==> src/rtl/plane_spawner.sv <==
// plane_spawner
//   Keeps a fixed pool of plane slots for the difficulty controller's game
//   loop. Every movement tick it moves active planes down the playfield, frees
//   planes that leave the bottom, spawns at most one new plane when the pool
//   is below target, and then streams every active plane to the VGA drawer.
//
// Ports
//   clk           system clock, rising edge
//   resetn        asynchronous active-low reset
//   enable        1 = run, 0 = freeze all state (plane_ready ignored)
//   plane_amount  target active planes, clamped to 1..SLOTS
//   flying_rate   speed level, step = flying_rate + 1 pixels per tick
//   plane_x/y     coordinates of the presented plane
//   plane_slot    slot index of the presented plane
//   plane_valid   presented plane fields are valid
//   plane_ready   drawer accepts the presented plane
//   frame_done    one-cycle pulse after the last plane of a pass
//   escaped       one-cycle pulse per plane freed at the bottom
//   active_count  number of active slots
//
// Optional feature macro: PLANE_SPAWNER_ESCAPE_CNT_EN
//   When defined, adds escape_count[7:0], a saturating count of escapes.
module plane_spawner #(
  parameter int SLOTS     = 10,
  parameter int TICK_DIV  = 50000,
  parameter int SPAWN_GAP = 4,
  parameter int SCREEN_H  = 120
) (
  input  logic       clk,
  input  logic       resetn,
  input  logic       enable,
  input  logic [3:0] plane_amount,
  input  logic [1:0] flying_rate,
  output logic [7:0] plane_x,
  output logic [6:0] plane_y,
  output logic [3:0] plane_slot,
  output logic       plane_valid,
  input  logic       plane_ready,
  output logic       frame_done,
  output logic       escaped,
`ifdef PLANE_SPAWNER_ESCAPE_CNT_EN
  output logic [7:0] escape_count,
`endif
  output logic [3:0] active_count
);

  localparam int PW  = (TICK_DIV > 1) ? $clog2(TICK_DIV) : 1;
  localparam int GW0 = $clog2(SPAWN_GAP + 1);
  localparam int GW  = (GW0 < 1) ? 1 : GW0;

  typedef enum logic [2:0] {S_IDLE, S_UPDATE, S_SPAWN, S_EMIT, S_DONE} state_t;

  state_t           r_state;
  logic [PW-1:0]    r_presc;
  logic             r_pending;
  logic [15:0]      r_lfsr;
  logic [3:0]       r_idx;
  logic [SLOTS-1:0] r_active;
  logic [7:0]       r_x [SLOTS];
  logic [6:0]       r_y [SLOTS];
  logic [GW-1:0]    r_gap;
  logic [3:0]       r_count;
  logic             r_valid;
  logic [7:0]       r_px;
  logic [6:0]       r_py;
  logic [3:0]       r_pslot;
  logic             r_frame_done;
  logic             r_escaped;
`ifdef PLANE_SPAWNER_ESCAPE_CNT_EN
  logic [7:0]       r_esc_cnt;
`endif

  logic       w_tick;
  logic       w_last;
  logic [7:0] w_ynext;
  logic       w_escape;
  logic [3:0] w_target;
  logic [3:0] w_free_idx;
  logic       w_lfsr_fb;

  assign w_tick    = enable && (r_presc == PW'(TICK_DIV - 1));
  assign w_last    = (r_idx == 4'(SLOTS - 1));
  // 8-bit sum: y never exceeds SCREEN_H-1 and step is at most 4
  assign w_ynext   = {1'b0, r_y[r_idx]} + {6'd0, flying_rate} + 8'd1;
  assign w_escape  = (w_ynext >= 8'(SCREEN_H));
  // Fibonacci taps 16,14,13,11 with bit 0 as the output end
  assign w_lfsr_fb = r_lfsr[0] ^ r_lfsr[2] ^ r_lfsr[3] ^ r_lfsr[5];

  always_comb begin
    w_target = plane_amount;
    if (plane_amount == 4'd0)
      w_target = 4'd1;
    else if (plane_amount > 4'(SLOTS))
      w_target = 4'(SLOTS);
  end

  // Lowest-index free slot; scanning downward lets the lowest match win
  always_comb begin
    w_free_idx = 4'd0;
    for (int i = SLOTS - 1; i >= 0; i--) begin
      if (!r_active[i]) w_free_idx = 4'(i);
    end
  end

  always_ff @(posedge clk or negedge resetn) begin
    if (!resetn) begin
      r_presc <= '0;
      r_lfsr  <= 16'hACE1;
    end else if (enable) begin
      r_presc <= w_tick ? '0 : r_presc + 1'b1;
      r_lfsr  <= {w_lfsr_fb, r_lfsr[15:1]};
    end
  end

  always_ff @(posedge clk or negedge resetn) begin
    if (!resetn) begin
      r_state      <= S_IDLE;
      r_pending    <= 1'b0;
      r_idx        <= '0;
      r_active     <= '0;
      r_gap        <= GW'(SPAWN_GAP);
      r_count      <= '0;
      r_valid      <= 1'b0;
      r_px         <= '0;
      r_py         <= '0;
      r_pslot      <= '0;
      r_frame_done <= 1'b0;
      r_escaped    <= 1'b0;
`ifdef PLANE_SPAWNER_ESCAPE_CNT_EN
      r_esc_cnt    <= '0;
`endif
      for (int i = 0; i < SLOTS; i++) begin
        r_x[i] <= '0;
        r_y[i] <= '0;
      end
    end else if (enable) begin
      r_frame_done <= 1'b0;
      r_escaped    <= 1'b0;
      if (w_tick) r_pending <= 1'b1;
      case (r_state)
        S_IDLE: begin
          // A tick landing in the same cycle is dropped: the flag is already set
          if (r_pending) begin
            r_pending <= 1'b0;
            r_idx     <= '0;
            r_state   <= S_UPDATE;
          end
        end
        S_UPDATE: begin
          if (r_active[r_idx]) begin
            if (w_escape) begin
              r_active[r_idx] <= 1'b0;
              r_escaped       <= 1'b1;
              r_count         <= r_count - 1'b1;
`ifdef PLANE_SPAWNER_ESCAPE_CNT_EN
              if (r_esc_cnt != 8'hFF) r_esc_cnt <= r_esc_cnt + 1'b1;
`endif
            end else begin
              r_y[r_idx] <= w_ynext[6:0];
            end
          end
          if (w_last) r_state <= S_SPAWN;
          else        r_idx   <= r_idx + 1'b1;
        end
        S_SPAWN: begin
          // Pools above target are left to drain by escaping
          if ((r_count < w_target) && (r_gap >= GW'(SPAWN_GAP))) begin
            r_active[w_free_idx] <= 1'b1;
            r_y[w_free_idx]      <= '0;
            r_x[w_free_idx]      <= {1'b0, r_lfsr[6:0]} + 8'd16;
            r_gap                <= '0;
            r_count              <= r_count + 1'b1;
          end else if (r_gap < GW'(SPAWN_GAP)) begin
            r_gap <= r_gap + 1'b1;
          end
          r_idx   <= '0;
          r_state <= S_EMIT;
        end
        S_EMIT: begin
          if (r_valid) begin
            if (plane_ready) begin
              r_valid <= 1'b0;
              if (w_last) begin
                r_state      <= S_DONE;
                r_frame_done <= 1'b1;
              end else begin
                r_idx <= r_idx + 1'b1;
              end
            end
          end else if (r_active[r_idx]) begin
            r_valid <= 1'b1;
            r_px    <= r_x[r_idx];
            r_py    <= r_y[r_idx];
            r_pslot <= r_idx;
          end else if (w_last) begin
            r_state      <= S_DONE;
            r_frame_done <= 1'b1;
          end else begin
            r_idx <= r_idx + 1'b1;
          end
        end
        S_DONE:  r_state <= S_IDLE;
        default: r_state <= S_IDLE;
      endcase
    end
  end

  assign plane_x      = r_px;
  assign plane_y      = r_py;
  assign plane_slot   = r_pslot;
  assign plane_valid  = r_valid;
  assign frame_done   = r_frame_done;
  assign escaped      = r_escaped;
  assign active_count = r_count;
`ifdef PLANE_SPAWNER_ESCAPE_CNT_EN
  assign escape_count = r_esc_cnt;
`endif

endmodule
==> config.mk <==
export PLATFORM = sky130hd
export DESIGN_NAME = plane_spawner
export DESIGN_NICKNAME = d
export VERILOG_FILES = /design/src/rtl/plane_spawner.sv
export SDC_FILE = /design/constraint.sdc
export NUM_CORES = 1
export LEC_CHECK = 0
export ABC_AREA = 1
export CORE_ASPECT_RATIO = 1.75
export CORE_MARGIN = 5
export CORE_UTILIZATION = 50
export DETAILED_ROUTE_END_ITERATION = 6
export PLACE_DENSITY = 0.75
export SKIP_CTS_REPAIR_TIMING = 1
export SLEW_MARGIN = 15
export SYNTH_ARGS = -nofsm -noshare
export SYNTH_HDL_FRONTEND = slang
export SYNTH_SLANG_ARGS = --single-unit
==> constraint.sdc <==
create_clock -name clk -period 3.84 [get_ports clk]
set_input_delay 0.768 -clock clk [delete_from_list [all_inputs] [get_ports clk]]
set_output_delay 0.768 -clock clk [all_outputs]
set_load 0.02 [all_outputs]
---- Word level (Yosys, flattened, before mapping) ----
Index checks and enable logic that the tools add are counted.
storage, ports and cells
  register bits after elaboration ......... 229
  bits of input ports ..................... 10
  output and inout port bits .............. 26
  word-level logic and storage cells ...... 172
cells by class
  $add $sub $neg .......................... 8
  magnitude comparators ................... 13
  equality and inequality tests ........... 13
  muxes and demuxes ....................... 74
  bitwise gates (word level) .............. 11
  reductions and logical operators ........ 19
operators by type and width
  cell                                           count
  2-to-1 mux 70 bit                              3
  case mux 70 bit (2 select lines)               1
  bitwise mux 80 bit                             1
  2-to-1 mux 4 bit                               20
  bitwise AND 70 bit                             1
  bitwise mux 70 bit                             1
  NOT 70 bit                                     1
  demux 7 bit (select 4 bit)                     2
  binary-select mux 8 bit (select 4 bit)         1
  demux 8 bit (select 4 bit)                     1
  2-to-1 mux 10 bit                              3
  binary-select mux 7 bit (select 4 bit)         1
  2-to-1 mux 7 bit                               4
  2-to-1 mux 3 bit                               8
  2-to-1 mux 8 bit                               3
  case mux 10 bit (2 select lines)               1
  AND reduction 5 bit                            4
  2-to-1 mux 1 bit                               17
  adder 16 x 1 -> 16 bit, second input constant  1
  equality test 16 bit, second input constant    1
  2-to-1 mux 16 bit                              1
  case mux 4 bit (4 select lines)                1
  != test 2 bit, second input constant           6
  case mux 3 bit (4 select lines)                1
  other kinds (36)                               54

---- Longest topological paths before layout ----
  depth in word-level cells ............... 19
  mapped depth ............................ 24
  mapped depth without buffers ............ 20

---- Least setup slack after synthesis ----
Ideal clock, no wire load.
  path kind ............................... reg-to-reg
  start ................................... reg r_idx[0]
  end ..................................... reg r_count[2] (netlist: active_count[2])
  setup time .............................. 123 ps
  arrival ................................. 3081 ps
  data required time ...................... 3717 ps
  slack ................................... 636 ps
  stages on the path, launching flop included .. 23
  buffers on the path ..................... 5
  period minus slack after synthesis ...... 3204 ps
  path through ............................ dfrtp_1 > buf_4 > buf_2 > buf_4 > clkbuf_1 > o21ai_0 > o22ai_1 > nand2_1 > nand2_1 > a21oi_1 > ha_1 > fa_1 > inv_1 > nand3_1 > nand2_1 > nand2_1 > nor2_1 > nand3_2 > nand3_2 > nand2_1 > buf_4 > nand2_1 > o21ai_1
between the ends
  longest elaborated chain between the ends .. 9
  elaborated cells on any way between the ends .. 12
  classes of those cells .................. add/sub (2); order compare (1); eq/ne (2); mux (5); bitwise (1); reduce/logical (1)
ends and longest elaborated chain
  what                                                 RTL line  RTL
  start, declared                                      57        logic [3:0] r_idx;
  start signal, assigned                               163       else r_idx <= r_idx + 1'b1;
  start signal, assigned                               187       r_idx <= r_idx + 1'b1;
  start signal, assigned                               199       r_idx <= r_idx + 1'b1;
  NOT 4 -> 5 bit (not written as such)                 84        assign w_ynext = {1'b0, r_y[r_idx]} + {6'd0, flying_rate} + 8'd1;
  binary-select mux 7 bit (select 4 bit)               84
  2-to-1 mux 7 bit (not written as such) (2 in a row)  84
  adder 7 x 2 -> 8 bit                                 84
  adder 8 x 1 -> 8 bit                                 84
  greater-or-equal comparator 8 x 7 -> 1 bit           85        assign w_escape = (w_ynext >= 8'(SCREEN_H));
  != test 2 bit (no line)                              n/a
  AND reduction 5 bit (no line) *                      n/a
  end signal, assigned                                 154       r_count <= r_count - 1'b1;
  end signal, assigned                                 172       r_count <= r_count + 1'b1;
  end, declared                                        62        logic [3:0] r_count;
Every way passes the cells marked *; elsewhere a longest branch is shown, timed or not. The select of a mux whose other input is x is not followed.
A chain may end at the register's enable or synchronous reset.

---- Worst setup path in the final report ----
  start ................................... reg r_idx[1]
  end ..................................... reg r_y[37] in the netlist's numbering
between the ends
  longest elaborated chain between the ends .. 10
  elaborated cells on any way between the ends .. 21
  classes of those cells .................. add/sub (2); order compare (3); eq/ne (2); mux (11); bitwise (1); reduce/logical (2)
ends and longest elaborated chain
  what                                                                           RTL line  RTL
  parallel branches: the longest is 10 deep, another holds adder 7 x 2 -> 8 bit  n/a
  end signal, assigned by index                                                  159       r_y[r_idx] <= w_ynext[6:0];
  end, declared                                                                  60        logic [6:0] r_y [SLOTS];
Parallel ways; which one is timed is not known. The select of a mux whose other input is x is not followed.

==> flow_summary_export.csv <==
group,metric,value,unit
outcome,outcome,"complete, no violations",
global_route,antenna_found_initial,0,
synth,syn_inst,1681,
synth,synth_top_family_by_area,"simple AND/OR/NAND/NOR gates",
floorplanning,dieArea,28600,sq um
synth,yosysTopAreaCell,"dfrtp_1",
final_layout,finalInstanceArea,14100,sq um
critical_path,worstReg2RegStart,"r_idx[1]$_DFFE_PN0P_",
synth,syn-num-nets,1707,
sta,tightestPinTransition,0.900,ns
sta,final-setup-viol-count,0,
drt,vias,11818,
job,drv_cap,0,
critical_path,reg2reg_to,"r_y[37]$_DFFE_PN0P_",
drt,wl_per_cell,18.2,um
drt,met1_length,12.6,mm
sta,timing.final.crit_share,92.3,%
floorplanning,core-area,25000,sq um
drt,drc,0,
sta,hold_violations,0,
final_layout,drive_above_1_share,8.27,%
synth,synth.most_common_cell,"nand2_1",
placement,dpl.hpwl,25.9,mm
drt,drtAntennaViolNets,0,
sta,fmax,282,MHz
floorplanning,die_y,220,um
drt,drt_first_iter_violations,984,
hold_path,hold_class,"primary input to asynchronous set/reset pin",
final_layout,nNetsFinal,1727,
final_layout,final_util,56.3,%
sta,maxSlewViolCount,0,
global_route,grt_pass1_wl,60.0,mm
final_layout,syn_to_final_growth,11.8,%
power,cellPowerDensity,713,nW/um^2
power,p_leak,0.00672,uW
critical_path,crit_chain,"inv_2 > buf_4 > o21ai_0 > o22ai_1 > a21oi_1 > ha_1 > fa_1 > inv_1 > nand2_1 > nand2_1 > nand2_1 > nand3_2 > nand2_2 > nand2_4 > buf_12 > nand3_4 > nand2_1 > nand2_1",
clock_network,cts.sinks,229,
sta,min_period,3.54,ns
critical_path,slowest_delay,0.51,ns
power,ir_drop,411,uV
synth,ys_types,45,
synth,synth-compound-area-share,14.1,%
synth,postSynthAreaPerCell,7.50,sq um
critical_path,cp_data_required_time,4.25,ns
sta,fin_setup_tns,0,ns
synth,synth_top_cells_by_area,"dfrtp_1 (44%), nand2_1 (15%), o21ai_0 (7.4%)",
floorplanning,io_pins,36,
global_route,grt_max_degree,75,
critical_path,cp-end-kind,"flip-flop",
critical_path,start_kind,"flip-flop",
synth,synth_seq_area_share,45.5,%
sta,grt_setup_unrepaired,"no",
drt,viasPerCell,5.81,
drt,wl,37.0,mm
synth,synth_top_area_share,43.7,%
critical_path,reg2reg_depth,18,
floorplanning,start_util,50.3,%
synth,synthMuxAreaShare,0.0893,%
global_route,track_usage,26.3,%
synth,yosysWarnings,0,
floorplanning,die_w,130,um
clock_network,clk_latency,0.55,ns
critical_path,rrSetupSlack,0.30,ns
sta,finClkSkew,0.0302,ns
synth,synth-edff-count,0,
drt,top_layer_used,"met4",
placement,place_area,13300,sq um
clock_network,clk_pin_slew,0.07,ns
critical_path,path_common_cell,"nand2_1",
critical_path,critPathKind,"flip-flop to flip-flop",
synth,synthArstFlopShare,100,%
global_route,globalRoute.totalOverflow,0,
critical_path,critPathSlowestCell,"dfrtp_2",
clock_network,h-tree-depth,1,
drt,met2WireLength,19.1,mm
floorplanning,rows,77,
clock_network,cts_tree,"yes",
synth,ys_seq_elements,229,
synth,synth_adder_area_share,1.71,%
placement,port_buffers,35,
synth,synth-simple-area-share,30.1,%
clock_network,ctsLongestPathBuffers,3,
clock_network,cts_buffers,23,
sta,max_slew_margin,39.8,%
synth,synth_area,12600,sq um
synth,synth_common_cells,"nand2_1 (519), dfrtp_1 (220), o21ai_0 (187)",
critical_path,crit_path_max_fanout,54,
drt,wl_met3,2.05,mm
drt,drtPass1Iterations,7,
placement,place_congestion,1.01,
synth,synthXorXnorAreaFrac,0.625,%
clock_network,cts_root_buf,"clkbuf_16",
critical_path,cp.arrival,3.95,ns
synth,synth_top_flop_cell,"dfrtp_1",
global_route,grt_pass1_vias,11791,
registers in the layout, indices dropped and copies added, names as in the netlist:
| name | flops |
|---|---|
| plane_x | 8 |
| r_presc | 16 |
| r_state | 3 |
| plane_slot | 4 |
| plane_y | 7 |
| active_count | 4 |
| escaped | 1 |
| r_idx | 4 |
| r_x | 80 |
| plane_valid | 1 |
| r_pending | 1 |
| frame_done | 1 |
| r_active | 10 |
| r_y | 70 |
| r_gap | 3 |
| r_lfsr | 16 |
final cells by class:
type	count	area [sq um]
fill	2360	10900
multi-input combinational	1215	5870
sequential	229	5740
timing repair buffer	80	743
clock buffer	33	663
inverter	152	573
tap	316	395
clock inverter	9	111
antenna	1	2.50
stage by stage:
stage / power (uW) / instances / setup WS [ns] / hold WS [ns]
after detailed placement: 7650 / 1992 / 0.400 / 0.455
after floorplan: 5990 / 1681 / 0.636 / 0.437
after global routing: 10600 / 2034 / 0.0723 / 0.231
after global placement: 7560 / 1992 / 0.448 / 0.449
final: 10100 / 2035 / 0.296 / 0.193
after CTS: 10000 / 2034 / 0.374 / 0.210
layer usage:
layer  global-route usage [%]  up-vias
li1                         -     5594
met1                     28.4     5545
met2                     45.5      482
met3                     3.54      197
met4                     20.7        0
met5                        0        -
worst max-delay path, delay by kind of cell, from the launching register on:
kind / cells / cell delay [ns]
flip-flops: 1 / 0.51
AO/OA/AOI/OAI: 3 / 0.42
AND/OR/NAND/NOR: 9 / 0.85
buffers and inverters: 4 / 0.90
adder cells (fa/ha/maj): 2 / 0.69
placed cells by master (no fill, tap or decap), types with 5 or more instances in the layout:
master | netlist | routed
nand2_1 | 519 | 519
dfrtp_1 | 220 | 218
o21ai_0 | 187 | 187
inv_1 | 139 | 139
nor2_1 | 112 | 112
nand3_1 | 90 | 90
nand4_1 | 84 | 84
a21oi_1 | 57 | 57
buf_4 | 6 | 41
clkdlybuf4s50_1 | 0 | 34
o21ai_1 | 31 | 31
o22ai_1 | 24 | 24
clkbuf_16 | 0 | 23
o21a_1 | 18 | 18
ha_1 | 14 | 14
nor2_2 | 13 | 13
inv_2 | 12 | 12
nor3_1 | 12 | 12
nand3_4 | 9 | 9
dfstp_2 | 9 | 9
nand3_2 | 6 | 6
xnor2_1 | 6 | 6
nor4_1 | 5 | 5
clkbuf_8 | 0 | 5
clkbuf_1 | 44 | 5
where the power goes:
part / internal (uW) / switching, uW / leakage (uW) / total [uW]
sequential: 2870 / 403 / 0.00293 / 3280
combinational: 1340 / 3110 / 0.00341 / 4450
clock: 1340 / 988 / 0.000380 / 2330
total: 5560 / 4500 / 0.00672 / 10100
cells by family after synthesis:
| group | count (synthesis) |
|---|---|
| compound gates | 331 |
| xor+xnor | 9 |
| fa+ha+maj | 16 |
| buf+inv | 237 |
| flops | 229 |
| mux | 1 |
| simple gates | 858 |
worst max-delay path by stage:
stage | from | to | depth (start not counted)
after CTS | r_idx[1]$_DFFE_PN0P_ | r_y[37]$_DFFE_PN0P_ | 18
after global routing | r_idx[0]$_DFFE_PN0P_ | r_y[68]$_DFFE_PN0P_ | 21
after floorplan | r_idx[0]$_DFFE_PN0P_ | active_count[2]$_DFFE_PN0P_ | 22
after global placement | r_idx[0]$_DFFE_PN0P_ | r_y[13]$_DFFE_PN0P_ | 21
final | r_idx[1]$_DFFE_PN0P_ | r_y[37]$_DFFE_PN0P_ | 18
after detailed placement | r_idx[0]$_DFFE_PN0P_ | r_y[66]$_DFFE_PN0P_ | 21
Power figures use the tool's default switching activity.
